File: config.mk
export PLATFORM = sky130hd
export DESIGN_NAME = apb_arbiter
export DESIGN_NICKNAME = d
export VERILOG_FILES = /design/src/rtl/apb_arbiter.sv
export SDC_FILE = /design/constraint.sdc
export NUM_CORES = 1
export LEC_CHECK = 0
export ABC_AREA = 1
export ABC_CLOCK_PERIOD_IN_PS = 1900
export CAP_MARGIN = 30
export CORE_UTILIZATION = 45
export DETAILED_ROUTE_END_ITERATION = 10
export PLACE_DENSITY = 0.84
export RECOVER_POWER = 100
export SLEW_MARGIN = 20
export SYNTH_ARGS = -nofsm -noshare
export SYNTH_HDL_FRONTEND = slang
export SYNTH_SLANG_ARGS = --single-unit
File: constraint.sdc
create_clock -name pclk_i -period 1.9 [get_ports pclk_i]
set_clock_uncertainty 0.15 [all_clocks]
set_input_delay 0.285 -clock pclk_i [delete_from_list [all_inputs] [get_ports pclk_i]]
set_output_delay 0.285 -clock pclk_i [all_outputs]
set_load 0.005 [all_outputs]
File: src/rtl/apb_arbiter.sv
`default_nettype none
// ============================================================================
// apb_arbiter: two-requester round-robin APB master with registered outputs.
// Optional ACCESS timeout enabled by macro APB_ARBITER_TIMEOUT_EN.
// Revision 1.0
// ============================================================================
module apb_arbiter #(
  parameter int unsigned TIMEOUT_CYCLES = 16
) (
  input  logic        pclk_i,
  input  logic        presetn_i,
  input  logic        req0_i,
  input  logic        wr0_i,
  input  logic [7:0]  addr0_i,
  input  logic [31:0] wdata0_i,
  input  logic        req1_i,
  input  logic        wr1_i,
  input  logic [7:0]  addr1_i,
  input  logic [31:0] wdata1_i,
  output logic        gnt0_o,
  output logic        done0_o,
  output logic [31:0] rdata0_o,
  output logic        err0_o,
  output logic        gnt1_o,
  output logic        done1_o,
  output logic [31:0] rdata1_o,
  output logic        err1_o,
  output logic        psel_o,
  output logic        penable_o,
  output logic        pwrite_o,
  output logic [7:0]  paddr_o,
  output logic [31:0] pwdata_o,
  input  logic [31:0] prdata_i,
  input  logic        pready_i,
  input  logic        pslverr_i
);

  typedef enum logic [1:0] {
    IDLE   = 2'd0,
    SETUP  = 2'd1,
    ACCESS = 2'd2
  } state_t;

  state_t      state, state_nxt;
  logic        last, last_nxt;          // 1: requester 1 was served most recently
  logic        req0_ok, req1_ok, pick1;
  logic        complete, cpl_err;
  logic [31:0] cpl_data;

  logic        psel_nxt, penable_nxt, pwrite_nxt;
  logic [7:0]  paddr_nxt;
  logic [31:0] pwdata_nxt;
  logic        gnt0_nxt, gnt1_nxt, done0_nxt, done1_nxt, err0_nxt, err1_nxt;
  logic [31:0] rdata0_nxt, rdata1_nxt;

`ifdef APB_ARBITER_TIMEOUT_EN
  localparam logic [7:0] TO_LAST = 8'(TIMEOUT_CYCLES - 1);
  logic [7:0] cnt, cnt_nxt;
`endif

  always_comb begin
    state_nxt   = state;
    last_nxt    = last;
    psel_nxt    = psel_o;
    penable_nxt = penable_o;
    pwrite_nxt  = pwrite_o;
    paddr_nxt   = paddr_o;
    pwdata_nxt  = pwdata_o;
    gnt0_nxt    = gnt0_o;
    gnt1_nxt    = gnt1_o;
    done0_nxt   = 1'b0;
    done1_nxt   = 1'b0;
    err0_nxt    = 1'b0;
    err1_nxt    = 1'b0;
    rdata0_nxt  = rdata0_o;
    rdata1_nxt  = rdata1_o;
    complete    = 1'b0;
    cpl_err     = 1'b0;
    cpl_data    = '0;
`ifdef APB_ARBITER_TIMEOUT_EN
    cnt_nxt     = cnt;
`endif
    // A requester whose done pulse is showing is still holding req high.
    req0_ok = req0_i & ~done0_o;
    req1_ok = req1_i & ~done1_o;
    pick1   = req1_ok & (~req0_ok | ~last);

    case (state)
      IDLE: begin
        if (req0_ok | req1_ok) begin
          state_nxt   = SETUP;
          last_nxt    = pick1;
          psel_nxt    = 1'b1;
          penable_nxt = 1'b0;
          gnt0_nxt    = ~pick1;
          gnt1_nxt    = pick1;
          pwrite_nxt  = pick1 ? wr1_i : wr0_i;
          paddr_nxt   = pick1 ? addr1_i : addr0_i;
          if (pick1) pwdata_nxt = wr1_i ? wdata1_i : '0;
          else       pwdata_nxt = wr0_i ? wdata0_i : '0;
        end
      end
      SETUP: begin
        state_nxt   = ACCESS;
        penable_nxt = 1'b1;
`ifdef APB_ARBITER_TIMEOUT_EN
        cnt_nxt     = '0;
`endif
      end
      ACCESS: begin
        if (pready_i) begin
          complete = 1'b1;
          cpl_err  = pslverr_i;
          cpl_data = pwrite_o ? '0 : prdata_i;
        end
`ifdef APB_ARBITER_TIMEOUT_EN
        else if (cnt == TO_LAST) begin
          complete = 1'b1;
          cpl_err  = 1'b1;
          cpl_data = '0;
        end else begin
          cnt_nxt = cnt + 8'd1;
        end
`endif
        if (complete) begin
          state_nxt   = IDLE;
          psel_nxt    = 1'b0;
          penable_nxt = 1'b0;
          gnt0_nxt    = 1'b0;
          gnt1_nxt    = 1'b0;
          if (gnt1_o) begin
            done1_nxt  = 1'b1;
            err1_nxt   = cpl_err;
            rdata1_nxt = cpl_data;
          end else begin
            done0_nxt  = 1'b1;
            err0_nxt   = cpl_err;
            rdata0_nxt = cpl_data;
          end
        end
      end
      default: state_nxt = IDLE;
    endcase
  end

  always_ff @(posedge pclk_i or negedge presetn_i) begin
    if (!presetn_i) begin
      state     <= IDLE;
      last      <= 1'b1;
      psel_o    <= 1'b0;
      penable_o <= 1'b0;
      pwrite_o  <= 1'b0;
      paddr_o   <= '0;
      pwdata_o  <= '0;
      gnt0_o    <= 1'b0;
      gnt1_o    <= 1'b0;
      done0_o   <= 1'b0;
      done1_o   <= 1'b0;
      err0_o    <= 1'b0;
      err1_o    <= 1'b0;
      rdata0_o  <= '0;
      rdata1_o  <= '0;
    end else begin
      state     <= state_nxt;
      last      <= last_nxt;
      psel_o    <= psel_nxt;
      penable_o <= penable_nxt;
      pwrite_o  <= pwrite_nxt;
      paddr_o   <= paddr_nxt;
      pwdata_o  <= pwdata_nxt;
      gnt0_o    <= gnt0_nxt;
      gnt1_o    <= gnt1_nxt;
      done0_o   <= done0_nxt;
      done1_o   <= done1_nxt;
      err0_o    <= err0_nxt;
      err1_o    <= err1_nxt;
      rdata0_o  <= rdata0_nxt;
      rdata1_o  <= rdata1_nxt;
    end
  end

`ifdef APB_ARBITER_TIMEOUT_EN
  always_ff @(posedge pclk_i or negedge presetn_i) begin
    if (!presetn_i) cnt <= '0;
    else            cnt <= cnt_nxt;
  end
`endif

endmodule
`default_nettype wire

== Word level (Yosys, flattened, before mapping) ==
Cells that the tools add are included.
Storage, ports and cells
  flip-flop bits (word level): 116
  output and inout port bits: 113
Cells by class
  eq/ne operators: 4
  muxes and demuxes: 34
  bitwise operators: 11
  reductions and logical operators: 9
Operator list (count)
  $mux 32: 5
  $mux 1: 21
  $reduce_and 3->1: 4
  $mux 8: 1
  $not 1->1: 6
  $pmux 1 s2: 3
  $pmux 2 s3: 1
  $mux 2: 2
  $ne 2x2->1 const B: 2
  $reduce_and 2->1: 2
  $and 1x1->1: 3
  $pmux 1 s3: 1
  $reduce_bool 3->1: 1
  $eq 2x1->1 const B: 1
  $eq 2x2->1 const B: 1
  $logic_not 2->1: 1
  $or 1x1->1: 2
  $reduce_bool 2->1: 1

== Logic depth before layout (Yosys ltp) ==
  depth after elaboration: 8
  gate-level depth with buffers: 8

== Worst setup path before layout ==
Ideal clock, no wire load.
  kind: register to register
  from: register last
  to: register pwdata_o[29]
  library setup time: 65 ps
  data arrival time: 1214 ps
  setup slack: 471 ps
  cell stages (with the launch flop): 8
  path buffers: 1
  clock period less this slack: 1429 ps
  cell sequence: dfstp_2 nand3_1 nand2_1 buf_2 nand2_1 nand2_1 nand2_1 nand2_1
On the way
  cells in the longest elaborated chain, start to end: 4
Ends and longest elaborated chain
  start, declared: line 45  | logic last, last_nxt;
  start signal, assigned: line 165  | last <= last_nxt;
  $not 1->1: line 86  | pick1 = req1_ok & (~req0_ok | ~last);
  $or 1x1->1: line 86
  $and 1x1->1: line 86
  $mux 32: line 99  | if (pick1) pwdata_nxt = wr1_i ? wdata1_i : '0;
  end signal, assigned: line 170  | pwdata_o <= pwdata_nxt;
  end, declared: line 32  | output logic [31:0] pwdata_o,
Every way passes these cells.
A chain may end at the register's enable or synchronous reset.

== Final worst setup path ==
  from: register done1_o
  to: output port done1_o
RTL lines
  start, declared: line 25  | output logic done1_o,
  start signal, assigned: line 174  | done1_o <= done1_nxt;
No word-level cell between the ends.

==> flow_summary.json <==
{
  "n_antenna_cell": 0,
  "pre_cts_slack_ns": 0.0932,
  "die_h_um": 118,
  "initial_core_util": 0.459,
  "worst_pin_slew_ns": 1.04,
  "powerDensity_nw_per_um2": 1260,
  "first_iter_violations": 381,
  "cp.required_ns": 1.46,
  "synth_area_per_cell_um2": 7.25,
  "peakVddDrop_mv": 0.777,
  "grt_overflow": 0,
  "synth_xor_xnor_area_share": 0,
  "period_share": 0.975,
  "muxShareOfSynthArea": 0,
  "via_per_inst": 4.87,
  "path_delay_family": "buffers and inverters",
  "rsz0062_at_grt": "no",
  "core_area_um2": 13200,
  "synth_compound_area_frac": 0.0545,
  "setup_viol": 0,
  "max_stage_delay_ns": 0.59,
  "crit_fanout": 3,
  "synth_nets": 956,
  "portBuffers": 232,
  "ys_types": 19,
  "die_width_um": 118,
  "holdWs_ns": 0.318,
  "status": "finished, final reports clean",
  "setup_ws_ns": 0.0482,
  "track_usage": 0.271,
  "clk_pin_slew_ns": 0.05,
  "r2r_cells": 6,
  "crit_chain": "clkdlybuf4s50_1",
  "hold_viol_final": 0,
  "clock_latency_ns": 0.40,
  "critPathArrivalTime_ns": 1.42,
  "maxSlewHeadroom": 0.305,
  "place_area_um2": 8710,
  "internal_power_mw": 7.59,
  "cts_tree": "yes",
  "crit_cells": 1,
  "setup.worst_path.class": "flop to output pin",
  "ys_ff_latch": 116,
  "vias": 6086,
  "h-tree-depth": 4,
  "final_cell_mix": "nand2_1 (411), clkdlybuf4s50_1 (121), dfrtp_1 (115)",
  "ys_warn_count": 0,
  "critPathCaptureType": "output pin",
  "finalSetupTns_ns": 0,
  "clock_path_buffers": 2,
  "period_minus_slack_ns": 1.85,
  "start_kind": "flop",
  "clock.fmax_mhz": 540,
  "yosys.area.top_type": "dfrtp_1",
  "pwr-share-seq": 0.326,
  "synthAdderAreaFrac": 0,
  "hpwl_um": 12100,
  "dr.pass1.iters": 5,
  "synth_top_family_by_area": "simple AND/OR/NAND/NOR gates",
  "p_sw_frac": 0.351,
  "pwr-share-comb": 0.398,
  "netSwitchingPower_mw": 4.10,
  "routedWlPerCell_um": 14.3,
  "drt_wl_total_um": 17900,
  "drive_gt1_frac": 0.0857,
  "grt_pass1_wl_um": 29900,
  "routabilityCongestion": 0.837,
  "numCtsBuffers": 17,
  "io_pins": 233,
  "synth_top_area_share": 0.475,
  "grt_max_degree": 117,
  "drtAntennaViolNets": 0,
  "dieArea_um2": 13900,
  "final_cell_area_um2": 9280,
  "area_growth_pct": 53.2,
  "rows": 42,
  "clock_sinks": 116,
  "cp_slowest_cell": "clkdlybuf4s50_1",
  "synth_cells": 836,
  "power_leakage_nw": 5.30,
  "nets": 1180,
  "ctsResizeCount": 0,
  "min_path_type": "flop to flop",
  "grt_pass1_vias": 6122,
  "cts-root-buf": "clkbuf_16",
  "holdPathStages": 2,
  "cts_setup_buffers": 0,
  "route.detailed.drc": 0,
  "synth_area_leaders": "dfrtp_1 (48%), nand2_1 (25%), inv_1 (6.2%), nor2_4 (6.1%), o21ai_0 (5.3%)",
  "p_clk_frac": 0.276,
  "antenna_found_initial": 0,
  "synth_area_um2": 6060,
  "slew_violations": 0,
  "cap_viol_max_count": 0,
  "final_common_cell": "nand2_1",
  "synth-simple-area-share": 0.360,
  "cp_num_buf_inv": 1,
  "ys_seq_area_frac": 0.479
}
[cell usage after synthesis]
master    instances
inv_2             3
clkbuf_1         21
inv_1           100
a21oi_1           1
or2_1             1
nand2_2           1
nor3_1            2
nand3_1          45
buf_6             3
nor2_4           33
o21ai_0          64
o21ai_1           1
dfrtp_1         115
buf_1             3
dfstp_2           1
nor2_1            4
nor2_2            1
nand2_1         411
buf_2            26
[state kept, by name, summed over array words and instances, names as in the netlist, 2 cells and up]
name      cells
paddr_o       8
pwdata_o     32
rdata0_o     32
rdata1_o     32
state         2
[power by group through the flow]
stage / combinational, mW / clock (mW) / sequential (mW)
finish: 4.66 / 3.22 / 3.81
global route: 5.12 / 3.37 / 3.95
CTS: 5.08 / 3.27 / 3.87
detailed placement: 5.04 / 0 / 3.88
global placement: 4.96 / 0 / 3.86
floorplan: 2.03 / 0 / 3.92
[metal layers]
| metal | up-vias | routed length, µm | GRT usage |
|---|---|---|---|
| li1 | 2949 | - | - |
| met5 | - | 0 | 0 |
| met4 | 0 | 764 | 0.137 |
| met3 | 53 | 1180 | 0.0669 |
| met1 | 2849 | 7110 | 0.318 |
| met2 | 235 | 8850 | 0.460 |
[area by class of cell]
type | count | area (µm²)
well taps | 176 | 220
multi-input cells | 564 | 2500
clock buffers | 20 | 457
fillers | 1025 | 3910
inverters | 103 | 387
clock inverters | 12 | 144
repair buffers | 258 | 2670
flip-flops and latches | 116 | 2900
[repair_timing]
| item | in CTS | in global routing |
|---|---|---|
| hold buffers | 1 | 0 |
| hold endpoints to repair | 115 | 0 |
| setup endpoints to repair | 0 | 0 |
[worst paths after layout]
check,start,end,slack [ns]
worst max-delay path,done1_o$_DFF_PN0_,done1_o,0.05
worst max register to register,last$_DFFE_PN1P_,pwdata_o[12]$_DFFE_PN0P_,0.19
min in group asynchronous,presetn_i,rdata0_o[23]$_DFFE_PN0P_,0.54
worst min-delay path,pwdata_o[2]$_DFFE_PN0P_,pwdata_o[2]$_DFFE_PN0P_,0.32
worst min register to register,pwdata_o[2]$_DFFE_PN0P_,pwdata_o[2]$_DFFE_PN0P_,0.32
max in group asynchronous,presetn_i,pwdata_o[1]$_DFFE_PN0P_,0.36
[stage by stage]
step	utilization	power, mW	std cells
after CTS	0.707	12.2	1249
after floorplan	-	5.94	836
after global placement	0.660	8.82	1216
final	0.703	11.7	1249
after global routing	0.703	12.4	1249
after detailed placement	0.660	8.92	1216
[cell families (layout without fill, tap and decap cells)]
family,after synthesis,count (layout)
buf+inv,156,393
compound gates,66,66
simple gates,498,498
flops,116,116
Power figures use the tool's default switching activity.
